[config.mk]
export PLATFORM = sky130hd
export DESIGN_NAME = mem_region_router
export DESIGN_NICKNAME = d
export VERILOG_FILES = /design/src/rtl/mem_region_router.sv
export SDC_FILE = /design/constraint.sdc
export NUM_CORES = 1
export LEC_CHECK = 0
export CORE_AREA = 2 2 110 112
export CTS_BUF_LIST = sky130_fd_sc_hd__clkbuf_4 sky130_fd_sc_hd__clkbuf_8 sky130_fd_sc_hd__clkbuf_16
export DETAILED_ROUTE_END_ITERATION = 12
export DIE_AREA = 0 0 112 114
export PLACE_DENSITY = 0.69
export SLEW_MARGIN = 20
export SYNTH_ARGS = -nofsm -noshare
export SYNTH_HDL_FRONTEND = slang
export SYNTH_SLANG_ARGS = --single-unit
[constraint.sdc]
create_clock -name clk_i -period 4.55 [get_ports clk_i]
set_clock_uncertainty 0.1 [all_clocks]
set_input_delay 0.91 -clock clk_i [delete_from_list [all_inputs] [get_ports clk_i]]
set_output_delay 0.91 -clock clk_i [all_outputs]
set_load 0.03 [all_outputs]
[src/rtl/mem_region_router.sv]
// Routes one host req/gnt/rvalid stream to NUM_REGIONS equal-sized regions with read-only
// enforcement and in-order responses. Define MEM_REGION_ROUTER_PERF_EN to enable stall_cnt_o.
module mem_region_router #(
    parameter int unsigned            NUM_REGIONS     = 2,
    parameter logic [31:0]            REGION_SIZE     = 32'h0002_0000,
    parameter int unsigned            AW              = 32,
    parameter int unsigned            DW              = 32,
    parameter int unsigned            MAX_OUTSTANDING = 4,
    parameter logic [NUM_REGIONS-1:0] RO_MASK         = NUM_REGIONS'(1)
) (
    input  logic                      clk_i,
    input  logic                      rst_i,
    input  logic                      host_req_i,
    input  logic                      host_we_i,
    input  logic [AW-1:0]             host_addr_i,
    input  logic [DW-1:0]             host_wdata_i,
    input  logic [DW/8-1:0]           host_wmask_i,
    output logic                      host_gnt_o,
    output logic                      host_rvalid_o,
    output logic [DW-1:0]             host_rdata_o,
    output logic                      host_rerror_o,
    output logic [NUM_REGIONS-1:0]    reg_req_o,
    output logic                      reg_we_o,
    output logic [AW-1:0]             reg_addr_o,
    output logic [DW-1:0]             reg_wdata_o,
    output logic [DW/8-1:0]           reg_wmask_o,
    input  logic [NUM_REGIONS-1:0]    reg_gnt_i,
    input  logic [NUM_REGIONS-1:0]    reg_rvalid_i,
    input  logic [NUM_REGIONS*DW-1:0] reg_rdata_i,
    input  logic [NUM_REGIONS-1:0]    reg_rerror_i,
    output logic                      proto_err_o,
    output logic [31:0]               stall_cnt_o
);

    localparam int unsigned     SEL_BIT  = $clog2(REGION_SIZE);
    localparam int unsigned     IDXW     = (NUM_REGIONS > 1) ? $clog2(NUM_REGIONS) : 1;
    localparam int unsigned     OW       = $clog2(MAX_OUTSTANDING) + 1;
    localparam logic [AW-1:0]   OFF_MASK = AW'(REGION_SIZE - 32'd1);

    logic [IDXW-1:0]        idx;
    logic [IDXW-1:0]        cur_idx;
    logic                   cur_err;
    logic                   in_range;
    logic                   dec_err;
    logic                   tgt_err;
    logic                   ro_hit;
    logic                   region_gnt;
    logic                   stall;
    logic                   accept;
    logic                   err_pend;
    logic [OW-1:0]          outstanding;
    logic [NUM_REGIONS-1:0] exp_mask;

    assign reg_we_o    = host_we_i;
    assign reg_addr_o  = host_addr_i & OFF_MASK;
    assign reg_wdata_o = host_wdata_i;
    assign reg_wmask_o = host_wmask_i;

    // A target is {err flag, region index}; any change of target waits for the pipe to drain.
    always_comb begin
        idx        = host_addr_i[SEL_BIT +: IDXW];
        in_range   = 1'b0;
        ro_hit     = 1'b0;
        region_gnt = 1'b0;
        for (int r = 0; r < NUM_REGIONS; r++) begin
            if (idx == IDXW'(r)) begin
                in_range   = 1'b1;
                ro_hit     = RO_MASK[r];
                region_gnt = reg_gnt_i[r];
            end
        end
        dec_err = ((host_addr_i >> (SEL_BIT + IDXW)) != '0) || !in_range;
        tgt_err = dec_err || (host_we_i && ro_hit);
        stall   = (outstanding == OW'(MAX_OUTSTANDING)) ||
                  ((outstanding != '0) &&
                   ((tgt_err != cur_err) || (!tgt_err && (idx != cur_idx))));
        host_gnt_o = host_req_i && !stall && (tgt_err || region_gnt);
        accept     = host_gnt_o;
        reg_req_o  = '0;
        for (int r = 0; r < NUM_REGIONS; r++) begin
            reg_req_o[r] = host_req_i && !stall && !tgt_err && (idx == IDXW'(r));
        end
    end

    always_comb begin
        exp_mask      = '0;
        host_rvalid_o = 1'b0;
        host_rdata_o  = '0;
        host_rerror_o = 1'b0;
        if (cur_err) begin
            host_rvalid_o = err_pend;
            host_rerror_o = err_pend;
        end else if (outstanding != '0) begin
            for (int r = 0; r < NUM_REGIONS; r++) begin
                if (cur_idx == IDXW'(r)) begin
                    exp_mask[r]   = 1'b1;
                    host_rvalid_o = reg_rvalid_i[r];
                    host_rdata_o  = reg_rdata_i[r*DW +: DW];
                    host_rerror_o = reg_rerror_i[r];
                end
            end
        end
    end

    // Responses from any region other than the current one, or with nothing in flight, are dropped.
    always_ff @(posedge clk_i) begin
        if (rst_i) begin
            outstanding <= '0;
            cur_err     <= 1'b0;
            cur_idx     <= '0;
            err_pend    <= 1'b0;
            proto_err_o <= 1'b0;
        end else begin
            if (accept && !host_rvalid_o) begin
                outstanding <= outstanding + OW'(1);
            end else if (!accept && host_rvalid_o) begin
                outstanding <= outstanding - OW'(1);
            end
            if (accept) begin
                cur_err <= tgt_err;
                cur_idx <= tgt_err ? '0 : idx;
            end
            err_pend <= accept && tgt_err;
            if ((reg_rvalid_i & ~exp_mask) != '0) begin
                proto_err_o <= 1'b1;
            end
        end
    end

`ifdef MEM_REGION_ROUTER_PERF_EN
    logic [31:0] stall_cnt;

    always_ff @(posedge clk_i) begin
        if (rst_i) begin
            stall_cnt <= '0;
        end else if (host_req_i && stall && (stall_cnt != 32'hFFFF_FFFF)) begin
            stall_cnt <= stall_cnt + 32'd1;
        end
    end

    assign stall_cnt_o = stall_cnt;
`else
    assign stall_cnt_o = 32'd0;
`endif

endmodule
==> impl_metrics.yaml <==
grt:
  grt_start_max_net_pins: 37
  grt_first_pass_wirelength_um: 8100
  grt_util_all_layers_pct: 7.94
  grt_remaining_overflow: 0
  grt_pass1_vias: 1586
  antenna_found_initial: 0
synth:
  synth_flop_cell: "dfxtp_1"
  synthAdderAreaFrac_pct: 1.83
  yosysUniqueCellTypes: 33
  synth_edf_count: 0
  netlist_top_cells_area: "buf_4, mux2i_1, dfxtp_1"
  yosys.area_share.simple_pct: 14.0
  ys_seq_elements: 7
  synth_top_family_by_area: "buffers and inverters"
  synthArstFlopShare_pct: 0
  avgSynthCellArea_um2: 7.58
  syn_inst: 234
  yosysSeqAreaShare_pct: 7.90
  synth_top_area_cell: "buf_4"
  yosysTopAreaCellShare_pct: 43.2
  synth_compound_area_share_pct: 6.77
  muxShareOfSynthArea_pct: 21.6
  ys_warn_count: 0
  synth_xor_area_share_pct: 1.48
  netlist_area_um2: 1770
placed_design:
  dpl.hpwl_um: 4700
  gp_congestion: 0.642
  portBuffers: 127
routing:
  wl_per_cell_um: 12.3
  drt_first_iter_violations: 33
  post_drt_via_cell_ratio: 3.57
  ant_nets: 0
  firstDrtPassIters: 4
  routed_wl_um: 5560
  drcViolationCount: 0
  vias: 1607
cells_and_area:
  nets: 448
  drive_gt1_share_pct: 4.62
  areaGrowthSynthToFinish_pct: 51.6
  diodes: 0
  post-route-util_pct: 23.0
pwr:
  power.density_nw_per_um2: 394
  max-vdd-ir-drop_v: 0.000238
  p_leak_nw: 1.00
worst_setup_path:
  r2r_slack_ns: 1.52
  path_max_fanout: 5
  worstReg2RegStart: "outstanding[1]"
  start_kind: "primary input"
  cp.arrival_ns: 3.19
  required_ns: 3.54
  criticalPathCategory: "primary input to output pin"
  cp-end-kind: "output pin"
  r2r_end: "outstanding[2]"
  ff2ff_path_depth: 9
timing:
  finalSetupTns_ns: 0
  max_freq_mhz: 238
  drv_slew: 0
  max_slew.worst_pin.slew_ns: 0.666
  rsz0062_at_grt: "no"
  timing.final.crit_share_pct: 92.4
  post-route-min-period_ns: 4.20
  slew_headroom_pct: 55.6
  setup_viol: 0
  hold_viol_final: 0
die:
  die_area_um2: 12800
  core_area_um2: 11700
  ios: 281
  die_width_um: 112
  rows: 40
  start_util_pct: 15.1
  fp.dieH_um: 114
min_path:
  whs_path_depth: 2
  hold_path_class: "register to register"
  hold_path.startpoint: "proto_err_o"
  whs_endpoint: "proto_err_o"
clock_network:
  ctsHoldBuffers: 0
  cts_num_sinks: 7
  worstSkewPairLatency_ns: 0.23
  cts_root_buffer: "clkbuf_16"
  cts.clk_slew.worst_paths_ns: 0.04
  post_cts_buffers: 0
  cts_tree: "done"
  clock_path_buffers: 2
  cts-resized-gates: 0
  htree_num_levels: 1
  cts-buffers-inserted: 3
outcome:
  outcome: "finished, final reports clean"
flow_run:
  maxCapViolations: 0
## cells in the mapped netlist, drive strengths merged (2+ instances only)
| library cell | instances |
|---|---|
| buf | 109 |
| nor2 | 37 |
| mux2i | 36 |
| dfxtp | 7 |
| inv | 5 |
| a21oi | 3 |
| nand2 | 3 |
| nor4 | 3 |
| o21ai | 3 |
| xor2 | 3 |
| mux2 | 2 |
| nor3 | 2 |
| o21a | 2 |
## flip-flops by register name, indices dropped and copies added (netlist names)
register	cells
cur_err	1
cur_idx	1
err_pend	1
outstanding	3
proto_err_o	1
## placed cells by master, fill, tap and decap left out, types with 2 or more instances in the layout
cell type,instances
a21oi_1,3
clkbuf_16,3
clkdlybuf4s50_1,127
conb_1,47
dfxtp_1,6
inv_1,5
mux2_2,2
mux2i_1,36
nand2_1,3
nor2_1,37
nor3_1,2
nor4_1,3
o21a_1,2
o21ai_0,3
xor2_1,3
## layer usage
layer  part of all wire (%)  wire length (µm)  global-route usage, %
met2                     48              2670                   13.7
met4                    4.6               255                   5.12
met3                     15               846                   4.20
met5                      0                 0                      0
met1                     32              1780                   7.40
## final cells by class
class	instances	area [µm²]
flip-flops and latches	7	141
multi-input cells	159	987
inverters	5	18.8
fillers	1306	9020
well taps	147	184
repair buffers	128	1280
clock inverters	1	5.00
clock buffers	3	75.1
## report_power, final
part | switching, mW | leakage, nW | internal [mW]
Clock | 0.0388 | 0.0409 | 0.116
Sequential | 0.0216 | 0.0583 | 0.0777
Combinational | 0.474 | 0.905 | 0.332
## worst max-delay path, stage by stage
cell and delay, ns:
clkdlybuf4s50_1 0.39, nor4_1 0.31, nand3_1 0.19, nor2_1 0.30
mux2i_1 0.36, clkdlybuf4s50_1 0.74
## worst max-delay path by stage
stage | startpoint | to | slack (ns) | cells past startpoint
after global routing | host_addr_i[21] | host_gnt_o | 0.18 | 6
after CTS | host_addr_i[21] | host_gnt_o | 0.34 | 6
after floorplan | host_addr_i[21] | outstanding[2] | 0.93 | 10
after detailed placement | host_addr_i[21] | host_gnt_o | 0.36 | 6
after global placement | host_addr_i[21] | host_gnt_o | 0.38 | 6
final | host_addr_i[21] | host_gnt_o | 0.35 | 6
## stage by stage
| stage | instance area [µm²] | power (mW) | std cells | hold slack, ns | worst slack [ns] |
|---|---|---|---|---|---|
| after global placement | 2610 | 0.900 | 446 | 0.342 | 0.376 |
| after detailed placement | 2610 | 0.913 | 446 | 0.348 | 0.362 |
| final | 2690 | 1.06 | 450 | 0.345 | 0.345 |
| after floorplan | 1950 | 0.705 | 280 | 0.365 | 0.934 |
| after CTS | 2690 | 1.07 | 450 | 0.353 | 0.339 |
| after global routing | 2690 | 1.13 | 450 | 0.358 | 0.178 |
## logic make-up after synthesis
logic type,count (synthesis)
other,1
buffers and inverters,114
XOR/XNOR,3
flip-flops,7
adder cells (fa/ha/maj),2
multiplexers,38
AO/OA/AOI/OAI,15
AND/OR/NAND/NOR,54
(Power assumes the default switching activity.)
